==> config.mk <==
export PLATFORM = sky130hd
export DESIGN_NAME = rx_bit_destuff_flat
export DESIGN_NICKNAME = d
export VERILOG_FILES = /design/src/rtl/rx_bit_destuff_if.sv /design/src/rtl/rx_bit_destuff.sv /design/src/flat_wrapper.sv
export SDC_FILE = /design/constraint.sdc
export NUM_CORES = 1
export LEC_CHECK = 0
export CAP_MARGIN = 5
export CORE_MARGIN = 4
export CORE_UTILIZATION = 54
export CTS_CLUSTER_SIZE = 25
export DETAILED_ROUTE_END_ITERATION = 8
export DONT_BUFFER_PORTS = 1
export PLACE_DENSITY_LB_ADDON = 0.2
export SLEW_MARGIN = 20
export SYNTH_ARGS = -nofsm -noshare
export SYNTH_HDL_FRONTEND = slang
export SYNTH_SLANG_ARGS = --single-unit
export TNS_END_PERCENT = 100
==> constraint.sdc <==
create_clock -name clk -period 1.5 [get_ports clk]
set_clock_uncertainty 0.2 [all_clocks]
set_input_delay 0.3 -clock clk [delete_from_list [all_inputs] [get_ports clk]]
set_output_delay 0.3 -clock clk [all_outputs]
set_load 0.01 [all_outputs]
==> src/rtl/rx_bit_destuff_if.sv <==
// ============================================================================
// Module   : rx_bit_destuff_if
// Purpose  : Handshake/bus bundle between the line sampler, the receive bit
//            unstuffer and the receive packet decoder.
// Revision : 1.0 - initial release
// ----------------------------------------------------------------------------
// Signals:
//   d_encoded    sampler -> unstuffer  sampled NRZI line bit
//   shift_enable sampler -> unstuffer  one-cycle bit strobe
//   eop          sampler -> unstuffer  end of packet / line reset
//   d_orig       unstuffer -> decoder  last decoded data bit
//   bit_valid    unstuffer -> decoder  d_orig holds a fresh data bit
//   stuff_skip   unstuffer -> decoder  strobed bit was a dropped stuff bit
//   stuff_err    unstuffer -> decoder  sticky stuffing violation
//   rx_byte      unstuffer -> decoder  assembled byte (LSB first on line)
//   byte_ready   unstuffer -> decoder  rx_byte complete
//   stuff_count  unstuffer -> decoder  saturating stuff-bit count, present
//                                      only when RX_DESTUFF_STATS_EN is defined
// Modports: master = line sampler side (drives strobes), slave = unstuffer.
// ============================================================================
`default_nettype none

interface rx_bit_destuff_if;
  logic       d_encoded;
  logic       shift_enable;
  logic       eop;
  logic       d_orig;
  logic       bit_valid;
  logic       stuff_skip;
  logic       stuff_err;
  logic [7:0] rx_byte;
  logic       byte_ready;
`ifdef RX_DESTUFF_STATS_EN
  logic [7:0] stuff_count;

  modport master (
    output d_encoded, shift_enable, eop,
    input  d_orig, bit_valid, stuff_skip, stuff_err, rx_byte, byte_ready,
           stuff_count
  );

  modport slave (
    input  d_encoded, shift_enable, eop,
    output d_orig, bit_valid, stuff_skip, stuff_err, rx_byte, byte_ready,
           stuff_count
  );
`else
  modport master (
    output d_encoded, shift_enable, eop,
    input  d_orig, bit_valid, stuff_skip, stuff_err, rx_byte, byte_ready
  );

  modport slave (
    input  d_encoded, shift_enable, eop,
    output d_orig, bit_valid, stuff_skip, stuff_err, rx_byte, byte_ready
  );
`endif
endinterface

`default_nettype wire

==> src/rtl/rx_bit_destuff.sv <==
// ============================================================================
// Module   : rx_bit_destuff
// Purpose  : Receive-side bit unstuffer. NRZI-decodes each strobed line bit,
//            drops the stuff 0 that follows every run of ONES_LIMIT decoded
//            1s, flags a sticky violation when that 0 is missing, and packs
//            the surviving data bits LSB-first into bytes.
// Revision : 1.0 - initial release
// ----------------------------------------------------------------------------
// Parameters:
//   ONES_LIMIT   decoded-1 run length after which a stuff 0 is mandatory
//                (legal range 2..15, default 6)
// Ports:
//   clk          in   system clock, rising edge
//   n_rst        in   asynchronous active-low reset
//   bus          slave modport of rx_bit_destuff_if (strobe inputs, all
//                result outputs; every output is registered)
// Configuration macro:
//   RX_DESTUFF_STATS_EN  when defined, adds bus.stuff_count, a saturating
//                        8-bit count of dropped stuff bits cleared by eop.
// ============================================================================
`default_nettype none

module rx_bit_destuff #(
  parameter int unsigned ONES_LIMIT = 6
) (
  input  logic            clk,
  input  logic            n_rst,
  rx_bit_destuff_if.slave bus
);

  // Run length at which the next strobed bit must be a stuff 0.
  localparam logic [3:0] C_LIMIT = 4'(ONES_LIMIT);

  typedef enum logic [1:0] {
    ST_IDLE         = 2'd0,  // ones_cnt == 0
    ST_RUN          = 2'd1,  // 1 <= ones_cnt < ONES_LIMIT
    ST_EXPECT_STUFF = 2'd2,  // ones_cnt == ONES_LIMIT, stuff 0 due
    ST_ERROR        = 2'd3   // violation seen, waiting for eop
  } state_t;

  // --------------------------------------------------------------------------
  // State registers and their next-state values
  // --------------------------------------------------------------------------
  state_t     state_q,      state_d;
  logic       nrzi_prev_q,  nrzi_prev_d;
  logic [3:0] ones_cnt_q,   ones_cnt_d;
  logic [2:0] bit_cnt_q,    bit_cnt_d;

  // Registered outputs
  logic       d_orig_q,     d_orig_d;
  logic       bit_valid_q,  bit_valid_d;
  logic       stuff_skip_q, stuff_skip_d;
  logic       stuff_err_q,  stuff_err_d;
  logic [7:0] rx_byte_q,    rx_byte_d;
  logic       byte_ready_q, byte_ready_d;

`ifdef RX_DESTUFF_STATS_EN
  logic [7:0] stuff_count_q, stuff_count_d;
`endif

  // Combinational helpers
  logic       w_dec;        // NRZI-decoded value of the strobed bit
  logic [3:0] w_ones_inc;   // run length if the strobed bit is a 1

  // A line level that did not change decodes to 1.
  assign w_dec      = (bus.d_encoded == nrzi_prev_q);
  assign w_ones_inc = ones_cnt_q + 4'd1;

  // --------------------------------------------------------------------------
  // Next-state logic
  // --------------------------------------------------------------------------
  always_comb begin
    // Hold everything by default; pulse outputs fall back to 0 each cycle.
    state_d      = state_q;
    nrzi_prev_d  = nrzi_prev_q;
    ones_cnt_d   = ones_cnt_q;
    bit_cnt_d    = bit_cnt_q;
    d_orig_d     = d_orig_q;
    bit_valid_d  = 1'b0;
    stuff_skip_d = 1'b0;
    stuff_err_d  = stuff_err_q;
    rx_byte_d    = rx_byte_q;
    byte_ready_d = 1'b0;
`ifdef RX_DESTUFF_STATS_EN
    stuff_count_d = stuff_count_q;
`endif

    if (bus.eop) begin
      // End of packet has priority over a coincident strobe: the strobed bit
      // is discarded and the line reference returns to its idle level. The
      // last data bit and last byte stay visible to the decoder.
      state_d     = ST_IDLE;
      nrzi_prev_d = 1'b1;
      ones_cnt_d  = 4'd0;
      bit_cnt_d   = 3'd0;
      stuff_err_d = 1'b0;
`ifdef RX_DESTUFF_STATS_EN
      stuff_count_d = 8'h00;
`endif
    end else if (bus.shift_enable) begin
      // The NRZI reference follows the line on every strobe, stuff bits and
      // ignored bits included, so decoding stays aligned after errors.
      nrzi_prev_d = bus.d_encoded;

      case (state_q)
        ST_IDLE, ST_RUN: begin
          // Ordinary data bit: emit it and shift it into the byte from the
          // top so the first bit on the line ends up in bit 0.
          d_orig_d     = w_dec;
          bit_valid_d  = 1'b1;
          rx_byte_d    = {w_dec, rx_byte_q[7:1]};
          bit_cnt_d    = bit_cnt_q + 3'd1;
          byte_ready_d = (bit_cnt_q == 3'd7);

          if (w_dec) begin
            ones_cnt_d = w_ones_inc;
            state_d    = (w_ones_inc == C_LIMIT) ? ST_EXPECT_STUFF : ST_RUN;
          end else begin
            ones_cnt_d = 4'd0;
            state_d    = ST_IDLE;
          end
        end

        ST_EXPECT_STUFF: begin
          if (!w_dec) begin
            // Legal stuff bit: drop it without touching the byte position.
            stuff_skip_d = 1'b1;
            ones_cnt_d   = 4'd0;
            state_d      = ST_IDLE;
`ifdef RX_DESTUFF_STATS_EN
            if (stuff_count_q != 8'hFF) begin
              stuff_count_d = stuff_count_q + 8'd1;
            end
`endif
          end else begin
            // A 1 where the stuff 0 was mandatory: lock up until eop.
            stuff_err_d = 1'b1;
            state_d     = ST_ERROR;
          end
        end

        ST_ERROR: begin
          // Bits are ignored; only the NRZI reference (above) moves.
        end

        default: begin
          state_d = ST_IDLE;
        end
      endcase
    end
  end

  // --------------------------------------------------------------------------
  // State and output registers
  // --------------------------------------------------------------------------
  always_ff @(posedge clk or negedge n_rst) begin
    if (!n_rst) begin
      state_q      <= ST_IDLE;
      nrzi_prev_q  <= 1'b1;
      ones_cnt_q   <= 4'd0;
      bit_cnt_q    <= 3'd0;
      d_orig_q     <= 1'b0;
      bit_valid_q  <= 1'b0;
      stuff_skip_q <= 1'b0;
      stuff_err_q  <= 1'b0;
      rx_byte_q    <= 8'h00;
      byte_ready_q <= 1'b0;
`ifdef RX_DESTUFF_STATS_EN
      stuff_count_q <= 8'h00;
`endif
    end else begin
      state_q      <= state_d;
      nrzi_prev_q  <= nrzi_prev_d;
      ones_cnt_q   <= ones_cnt_d;
      bit_cnt_q    <= bit_cnt_d;
      d_orig_q     <= d_orig_d;
      bit_valid_q  <= bit_valid_d;
      stuff_skip_q <= stuff_skip_d;
      stuff_err_q  <= stuff_err_d;
      rx_byte_q    <= rx_byte_d;
      byte_ready_q <= byte_ready_d;
`ifdef RX_DESTUFF_STATS_EN
      stuff_count_q <= stuff_count_d;
`endif
    end
  end

  // --------------------------------------------------------------------------
  // Output mapping
  // --------------------------------------------------------------------------
  assign bus.d_orig     = d_orig_q;
  assign bus.bit_valid  = bit_valid_q;
  assign bus.stuff_skip = stuff_skip_q;
  assign bus.stuff_err  = stuff_err_q;
  assign bus.rx_byte    = rx_byte_q;
  assign bus.byte_ready = byte_ready_q;
`ifdef RX_DESTUFF_STATS_EN
  assign bus.stuff_count = stuff_count_q;
`endif

endmodule

`default_nettype wire

==> src/flat_wrapper.sv <==
// flat-port wrapper written by rule: the top's interface ports become plain ports
module rx_bit_destuff_flat 
#(
  parameter int unsigned ONES_LIMIT = 6
)
  (clk, n_rst, bus_d_encoded, bus_shift_enable, bus_eop, bus_d_orig, bus_bit_valid, bus_stuff_skip, bus_stuff_err, bus_rx_byte, bus_byte_ready);
  rx_bit_destuff_if bus_i ();
  input  logic clk;
  input  logic n_rst;
  input wire logic [$bits(bus_i.d_encoded)-1:0] bus_d_encoded;
  input wire logic [$bits(bus_i.shift_enable)-1:0] bus_shift_enable;
  input wire logic [$bits(bus_i.eop)-1:0] bus_eop;
  output wire logic [$bits(bus_i.d_orig)-1:0] bus_d_orig;
  output wire logic [$bits(bus_i.bit_valid)-1:0] bus_bit_valid;
  output wire logic [$bits(bus_i.stuff_skip)-1:0] bus_stuff_skip;
  output wire logic [$bits(bus_i.stuff_err)-1:0] bus_stuff_err;
  output wire logic [$bits(bus_i.rx_byte)-1:0] bus_rx_byte;
  output wire logic [$bits(bus_i.byte_ready)-1:0] bus_byte_ready;
  assign bus_i.d_encoded = bus_d_encoded;
  assign bus_i.shift_enable = bus_shift_enable;
  assign bus_i.eop = bus_eop;
  assign bus_d_orig = bus_i.d_orig;
  assign bus_bit_valid = bus_i.bit_valid;
  assign bus_stuff_skip = bus_i.stuff_skip;
  assign bus_stuff_err = bus_i.stuff_err;
  assign bus_rx_byte = bus_i.rx_byte;
  assign bus_byte_ready = bus_i.byte_ready;
  rx_bit_destuff #(.ONES_LIMIT(ONES_LIMIT)) u_core (.clk(clk), .n_rst(n_rst), .bus(bus_i));
endmodule
# Yosys cells after proc, flatten, opt, wreduce, memory -nomap -nowiden
# Cells that the tools add are included.
# totals
register_bits,23
# classes
addsub,2
n_eq_ne,6
muxes,30
n_bitwise,1
reduce_logical,12
# ops
cell,n
1-bit 2-to-1 mux,16
4-bit 2-to-1 mux,4
2-bit 2-to-1 mux,5
3-bit 2-to-1 mux,3
3-bit AND reduction,3
4-bit one-hot mux with 2 select lines,1
2-bit nonzero test,4
4-bit by 1-bit adder with 4-bit output (second input constant),1
4-bit by 3-bit equality test with 1-bit output (second input constant),1
2-bit one-hot mux with 2 select lines,1
2-bit AND reduction,2
3-bit by 1-bit adder with 3-bit output (second input constant),1
3-bit equality test (second input constant),1
3-bit != test (second input constant),1
3-bit nonzero test,1
2-bit by 1-bit equality test with 1-bit output (second input constant),1
2-bit equality test (second input constant),1
2-bit logical NOT,1
2-bit OR reduction,1
1-bit equality test,1
1-bit inverter,1

# Logic depth before layout (Yosys ltp)
# Gate-level depths: netlist of the first run.
# logic_depth
ltp_word,7
mapped_depth,6
depth_no_buf,6

# Worst setup path after synthesis of the first run
# Ideal clock, no wire load.
# synth_timing
kind,reg-to-reg
from,register u_core.ones_cnt_q[0]
to,register u_core.state_q[0]
setup_ns,0.137
arrival_ns,1.191
t_required_ns,1.163
setup_slack_ns,-0.028
path_stages_with_launch,6
n_path_buf,0
period_less_slack_ns,1.528
path_cell_list,dfrtp_1 ha_1 nand3b_1 o31ai_1 nand3b_1 a21oi_1
# synth_between
elab_chain_cells,7
# synth_rtl
item,line,text
"start, declared",rx_bit_destuff.sv:46,"logic [3:0] ones_cnt_q, ones_cnt_d;"
"start signal, assigned",rx_bit_destuff.sv:174,ones_cnt_q <= ones_cnt_d;
4-bit by 1-bit adder with 4-bit output,rx_bit_destuff.sv:67,assign w_ones_inc = ones_cnt_q + 4'd1;
4-bit by 3-bit equality test with 1-bit output,rx_bit_destuff.sv:117,state_d = (w_ones_inc == C_LIMIT) ? ST_EXPECT_STUFF : ST_RUN;
2-bit 2-to-1 mux,rx_bit_destuff.sv:117,
2-bit 2-to-1 mux,rx_bit_destuff.sv:115,if (w_dec) begin
2-bit one-hot mux with 2 select lines,rx_bit_destuff.sv:105,case (state_q)
2-bit 2-to-1 mux,rx_bit_destuff.sv:100,end else if (bus.shift_enable) begin
2-bit 2-to-1 mux,rx_bit_destuff.sv:88,if (bus.eop) begin
"end signal, assigned",rx_bit_destuff.sv:172,state_q <= state_d;
"end, declared",rx_bit_destuff.sv:44,"state_t state_q, state_d;"
# Every way passes these cells. The select of a mux whose other input is x is not followed.
# A chain may end at the register's enable or synchronous reset.

# Worst setup path after layout of the first run
# layout_timing
from,register u_core.nrzi_prev_q
to,register u_core.state_q[0]
# layout_between
elab_chain_cells,5
word_cells_on_any_way,6
classes_between,1 x eq/ne; 5 x mux
# layout_rtl
item,line,text
"start, declared",rx_bit_destuff.sv:45,"logic nrzi_prev_q, nrzi_prev_d;"
"start signal, assigned",rx_bit_destuff.sv:173,nrzi_prev_q <= nrzi_prev_d;
1-bit equality test *,rx_bit_destuff.sv:66,assign w_dec = (bus.d_encoded == nrzi_prev_q);
"2-bit 2-to-1 mux, on equally long branches","rx_bit_destuff.sv:125, rx_bit_destuff.sv:115",
2-bit one-hot mux with 2 select lines *,rx_bit_destuff.sv:105,
2-bit 2-to-1 mux *,rx_bit_destuff.sv:100,
2-bit 2-to-1 mux *,rx_bit_destuff.sv:88,
# Mark *: on every way between the ends. The rest lies on a longest branch, timed or not. The select of a mux whose other input is x is not followed.

==> out/qor.txt, run 1 <==
status -> complete, but fails checks
violated checks -> hold timing, setup timing
R2R cell count -> 4
Critical Path AT -> 1600 ps
Post-Synth Simple-Gate Area -> 16.0%
FMAX -> 644 MHz
layout cells sized above 1 -> 34.7%
power per cell area -> 1230 nW/µm²
DRT Wirelength -> 1870 µm
CP Class -> reg -> reg
Buffers on Ports -> 0
H-tree depth -> 1
final non-filler cell area -> 1240 µm²
hold path depth -> 1
placed cell areas -> 1120 µm²
main combinational cell family by area after synthesis -> simple AND/OR/NAND/NOR gates
Synth area leader -> dfrtp_1
top layer reached by signal wires -> met4
Worst Hold Class -> in -> reg
commonest non-fill, non-tap cells in the layout -> 21 x dfrtp_1, 11 x buf_4, 7 x mux2_4
CTS tree -> done
Starting DRT DRC Count -> 7
setup tns final -> -112 ps
die area -> 2670 µm²
CP Data Required Time -> 1550 ps
Ports -> 18
vias in the first global route -> 705
synth top area cells -> dfrtp_1 51%, mux2_2 7.6%, ha_1 4.8%
Total Power -> 1.53 mW
All-Layer GR Usage -> 15.4%
pin count of the biggest net entering global routing -> 23
RSZ-0062 raised after global routing -> yes
routed length on met3 -> 76 µm
post-route ant nets -> 0
Die Y -> 51.7 µm
Vias -> 664
Crit. path cell count -> 4
die width -> 51.7 µm
count of max-cap constraint violations -> 0
post-place setup slack -> -75.7 ps
final hold violation count -> 11
diode count -> 0
# setup viols final -> 3
fin. max-slew vios -> 0
Comb pwr share -> 16.5%
CP peak stage delay -> 620 ps
Pleak -> 0.602 nW
Worst Setup Slack, final -> -52.8 ps
Yosys top cell area share -> 50.9%
Int Pwr -> 1.12 mW
startpoint types -> flop
GRT Residual Overflow -> 0
Reg power frac -> 54.1%
Mean Syn Cell Area -> 12.1 µm²
Synth Area in Adders -> 4.85%
post-synthesis mux area share -> 9.58%
area delta synth->final -> 20.4%
crit share post-route -> 104%
Max-slew headroom -> 34.1%
Worst Path Buf+Inv -> 0
antenna violations before repair -> 0
clock-pin transition on the worst setup and hold timing paths -> 130 ps
Post-layout nets -> 108
Final min period -> 1550 ps
cells along the critical path -> xnor2_4, nor2_2, or3_4, a21oi_2
Critical Path Slowest Stage Cell -> dfstp_2
Net Sw Power -> 0.404 mW
Switching Fraction -> 26.4%
CP Capture Type -> flop
worst vdd ir -> 0.848 mV
Rows -> 15
Post-Syn Area -> 1030 µm²
Initial Utilization -> 58.5%
Pre-antenna DRT Iters -> 4
compound-gate portion of the synthesized area -> 9.09%
clock tree root buffer cell -> clkbuf_4
first-pass GRT wire length -> 3060 µm
Longest Clk Path Bufs -> 2
commonest non-fill, non-tap cell in the layout -> dfrtp_1
Gate Count Post-Synth -> 85
# DRC -> 0
Fin Hold WS -> -175 ps
hold buffer count at CTS -> 1
WL/cell -> 15.2 µm
Critical Path Fanout Max -> 5
WL met2 -> 1020 µm
total CTS buffers -> 3
worst skew pair latency -> 310 ps
sequential element share of the synthesized area -> 53.5%
Post-Synth XOR/XNOR Area -> 4.12%
# clock sinks -> 22
syn nets -> 94
drt via density -> 5.40
final RePlAce weighted congestion -> 0.834
metal1 wirelength -> 759 µm
post-DP HPWL -> 1300 µm
Warnings, synthesis -> 0
synth unique cells -> 36
clock share of power -> 29.5%
total core area -> 1760 µm²
Yosys reg bits -> 22
Crit path max-delay family -> flip-flops
worst-margin pin slew -> 988 ps
## kinds of logic (layout without fill, tap and decap cells)
family | Yosys count | count (layout)
multiplexers | 9 | 9
XOR/XNOR | 4 | 4
buffers and inverters | 5 | 18
AO/OA/AOI/OAI | 14 | 14
AND/OR/NAND/NOR | 27 | 27
flip-flops | 22 | 22
adder cells (fa/ha/maj) | 4 | 4
## per-layer routing
metal	vias to the layer above	GRT usage [%]
li1	320	-
met1	330	18.0
met2	12	28.0
met3	2	2.87
met4	0	5.24
met5	-	0
## flip-flops by register name, summed over array words and instances (netlist names)
name / count
u_core.bit_cnt_q: 3
u_core.nrzi_prev_q: 1
u_core.bus.stuff_skip: 1
u_core.ones_cnt_q: 4
u_core.bus.bit_valid: 1
u_core.bus.byte_ready: 1
u_core.bus.rx_byte: 8
u_core.bus.stuff_err: 1
u_core.state_q: 2
## worst reg2reg max path, stage by stage, from the launching register on
cell and delay (ps):
dfstp_2 620, xnor2_4 170, nor2_2 50, or3_4 360, a21oi_2 110
## path summary, 6_finish.rpt
kind,start,to,slack (ps)
max in group asynchronous,n_rst,u_core.ones_cnt_q[1],490
worst min register to register,u_core.bit_cnt_q[1],u_core.bit_cnt_q[1],350
worst max-delay path,u_core.nrzi_prev_q,u_core.state_q[0],-50
min in group asynchronous,n_rst,u_core.bus.rx_byte[0],10
worst max register to register,u_core.nrzi_prev_q,u_core.state_q[0],-50
worst min-delay path,bus_eop,u_core.state_q[0],-180
## synth_stat cells
master     instances
or3_1              1
dfstp_2            1
xor2_1             2
mux2i_1            2
a211o_2            1
nand2_2            1
clkbuf_1           1
xnor2_1            1
nand3_1            2
inv_1              2
nor2_1             5
and2b_1            1
buf_6              1
o21bai_1           1
mux2_2             7
nand3b_1           2
nor2b_1            2
and2_1             1
or2b_1             1
nand4bb_1          1
xnor2_2            1
dfrtp_1           21
a211oi_2           1
o21ai_0            5
a31oi_1            1
a21oi_1            2
nand2_1            5
o31ai_1            1
a21o_1             1
buf_4              1
and3b_1            1
nor3b_2            2
nor2_2             1
nor3_1             1
ha_1               4
a21boi_0           1
## stage by stage
| step | hold WS [ps] | cells | utilization (%) |
|---|---|---|---|
| 4_1_cts | -176 | 123 | 67.7 |
| 6_report | -175 | 123 | 70.4 |
| 3_3_place_gp | -195 | 117 | 63.4 |
| 2_1_floorplan | -196 | 85 | - |
| 5_1_grt | -194 | 123 | 70.4 |
| 3_5_place_dp | -195 | 117 | 63.4 |
## power groups by stage
stage                     clock (mW)  sequential (mW)  combinational, mW
after floorplan                    0            0.800              0.146
after global placement             0            0.822              0.165
after detailed placement           0            0.830              0.175
after CTS                      0.459            0.817              0.193
after global routing           0.485            0.836              0.276
final                          0.450            0.826              0.252
## repair_timing
action                                  CTS  global route
pin swaps                                 2             9
resized for setup                         1            12
buffers inserted                          1             0
endpoints found under the hold margin    35            12
endpoints found under the setup margin    3            32
## cell type report
| type | instances | area [µm²] |
|---|---|---|
| flip-flops and latches | 22 | 552 |
| fillers | 134 | 522 |
| multi-input cells | 58 | 504 |
| repair buffers | 12 | 95.1 |
| well taps | 25 | 31.3 |
| clock inverters | 1 | 30.0 |
| clock buffers | 3 | 22.5 |
| inverters | 2 | 7.51 |
No activity file was read; power rests on OpenSTA's default activity.
==> inputs of run 2 (changes only) <==
Settings changed: CORE_UTILIZATION 54 to 35, HOLD_SLACK_MARGIN from default to 0.05, SKIP_CTS_REPAIR_TIMING from default to 1.
==> out/qor.txt, run 2 (synthesis gave the netlist of run 1 again) <==
status -> complete, but fails checks (unchanged)
violated checks -> hold timing, setup timing (unchanged)
Post-layout nets -> 111 (was 108)
CTS tree -> done (unchanged)
count of max-cap constraint violations -> 0 (unchanged)
post-route ant nets -> 0 (unchanged)
min-delay src -> bus_d_encoded (was bus_eop)
fin. max-slew vios -> 0 (unchanged)
Critical Path Slowest Stage Cell -> dfstp_2 (unchanged)
drt via density -> 5.07 (was 5.40)
vias in the first global route -> 619 (was 705)
Max-slew headroom -> 76.8% (was 34.1%)
Reg2Reg Capture Point -> u_core.ones_cnt_q[2] (was u_core.state_q[0])
CP Class -> reg -> reg (unchanged)
Pleak -> 0.615 nW (was 0.602 nW)
total core area -> 2780 µm² (was 1760 µm²)
Rows -> 19 (was 15)
Ports -> 18 (unchanged)
Starting DRT DRC Count -> 18 (was 7)
final hold violation count -> 1 (was 11)
Buffers on Ports -> 0 (unchanged)
diode count -> 0 (unchanged)
area delta synth->final -> 25.2% (was 20.4%)
# setup viols final -> 6 (was 3)
Multi-input gate area -> 507 µm² (was 504 µm²)
total CTS buffers -> 3 (unchanged)
Longest Clk Path Bufs -> 2 (unchanged)
worst vdd ir -> 0.820 mV (was 0.848 mV)
Worst Setup Slack, final -> -33.8 ps (was -52.8 ps)
CP startpoint -> u_core.nrzi_prev_q (unchanged)
Final min period -> 1530 ps (was 1550 ps)
fin cells -> 132 (was 123)
Die Y -> 62.3 µm (was 51.7 µm)
Reg2Reg Setup Slack -> -30 ps (was -50 ps)
CP peak stage delay -> 620 ps (about the same)
commonest non-fill, non-tap cells in the layout -> 20 x dfrtp_1, 9 x buf_4, 7 x mux2_4 (was 21 x dfrtp_1, 11 x buf_4, 7 x mux2_4)
pin count of the biggest net entering global routing -> 23 (unchanged)
Pre-antenna DRT Iters -> 3 (was 4)
FMAX -> 652 MHz (was 644 MHz)
Total Power -> 1.53 mW (about the same)
Vias -> 669 (was 664)
die area -> 3880 µm² (was 2670 µm²)
R2R Path Start -> u_core.nrzi_prev_q (unchanged)
All-Layer GR Usage -> 9.25% (was 15.4%)
WL/cell -> 14.5 µm (was 15.2 µm)
antenna violations before repair -> 0 (unchanged)
worst skew pair latency -> 310 ps (about the same)
Worst Hold Class -> in -> reg (unchanged)
Largest register FFs -> 8 (unchanged)
Worst Path Buf+Inv -> 0 (unchanged)
Crit path max-delay family -> flip-flops (unchanged)
final non-filler cell area -> 1290 µm² (was 1240 µm²)
clock-pin transition on the worst setup and hold timing paths -> 130 ps (about the same)
RSZ-0062 raised after global routing -> yes (unchanged)
commonest non-fill, non-tap cell in the layout -> dfrtp_1 (unchanged)
post-DP HPWL -> 1270 µm (was 1300 µm)
power per cell area -> 1190 nW/µm² (was 1230 nW/µm²)
Critical Path AT -> 1550 ps (was 1600 ps)
placed cell areas -> 1110 µm² (was 1120 µm²)
Critical Path Fanout Max -> 3 (was 5)
# clock sinks -> 22 (unchanged)
clock tree root buffer cell -> clkbuf_4 (unchanged)
R2R cell count -> 4 (unchanged)
H-tree depth -> 1 (unchanged)
Initial Utilization -> 37.1% (was 58.5%)
CP Data Required Time -> 1520 ps (was 1550 ps)
worst-margin pin slew -> 347 ps (was 988 ps)
die width -> 62.3 µm (was 51.7 µm)
first-pass GRT wire length -> 2930 µm (was 3060 µm)
FF+latch area -> 553 µm² (was 552 µm²)
# DRC -> 0 (unchanged)
DRT Wirelength -> 1910 µm (was 1870 µm)
CP endpoint -> u_core.ones_cnt_q[2] (was u_core.state_q[0])
CP Capture Type -> flop (unchanged)
Cells after DPL -> 121 (was 117)
Fin Hold WS -> -86.7 ps (was -175 ps)
Crit. path cell count -> 4 (unchanged)
GRT Residual Overflow -> 0 (unchanged)
final RePlAce weighted congestion -> 0.865 (was 0.834)
layout cells sized above 1 -> 33.7% (was 34.7%)
filler cell count -> 252 (was 134)
startpoint types -> flop (unchanged)
cells along the critical path -> xor2_1, a211oi_2, o21bai_1, a21o_1 (was xnor2_4, nor2_2, or3_4, a21oi_2)
crit share post-route -> 102% (was 104%)
==> run 2: cell count changes in the layout (fill, tap and decap cells not counted), moves of 2 or more <==
cell,change
dlygate4sd3_1,+3
buf_4,-2
o21ai_0,-2
o21ai_1,+2
==> run 2: through the flow <==
stage	TNS, ps	hold slack, ps	setup slack [ps]	utilization, %
5_1_grt	-746	-103	-111	46.5
3_5_place_dp	-119	-195	-63.8	39.9
4_1_cts	-272	-549	-81.1	41.8
6_report	-120	-86.7	-33.8	46.5
3_3_place_gp	-68.2	-195	-39.3	39.9
2_1_floorplan	-12.6	-196	-12.6	-
==> run 2: routing by layer <==
| metal | global-route usage (%) | share of wire, % | vias up |
|---|---|---|---|
| li1 | - | - | 329 |
| met1 | 11.0 | 46 | 319 |
| met2 | 14.4 | 46 | 19 |
| met3 | 5.41 | 7.6 | 2 |
| met4 | 2.12 | 0.99 | 0 |
| met5 | 0 | 0 | - |
==> run 2: worst min path at each step <==
stage                                       end  slack (ps)  cells past startpoint
after floorplan             u_core.bit_cnt_q[0]        -200                      0
after global placement    u_core.bus.byte_ready        -200                      0
after detailed placement  u_core.bus.byte_ready        -190                      0
after CTS                 u_core.bus.byte_ready        -550                      0
after global routing         u_core.nrzi_prev_q        -100                      1
final                        u_core.nrzi_prev_q         -90                      1
==> run 2: final cells by class <==
cell class / instances / share of cell area [%]
Sequential cell: 22 / 42.8
Timing Repair Buffer: 15 / 10.4
Clock buffer: 3 / 1.74
Clock inverter: 1 / 2.32
Tap cell: 31 / 3.00
Multi-Input combinational cell: 58 / 39.2
Inverter: 2 / 0.581
==> run 2: power breakdown <==
group | switching (mW) | internal, mW
Sequential | 0.129 | 0.689
Clock | 0.185 | 0.270
Combinational | 0.0863 | 0.174
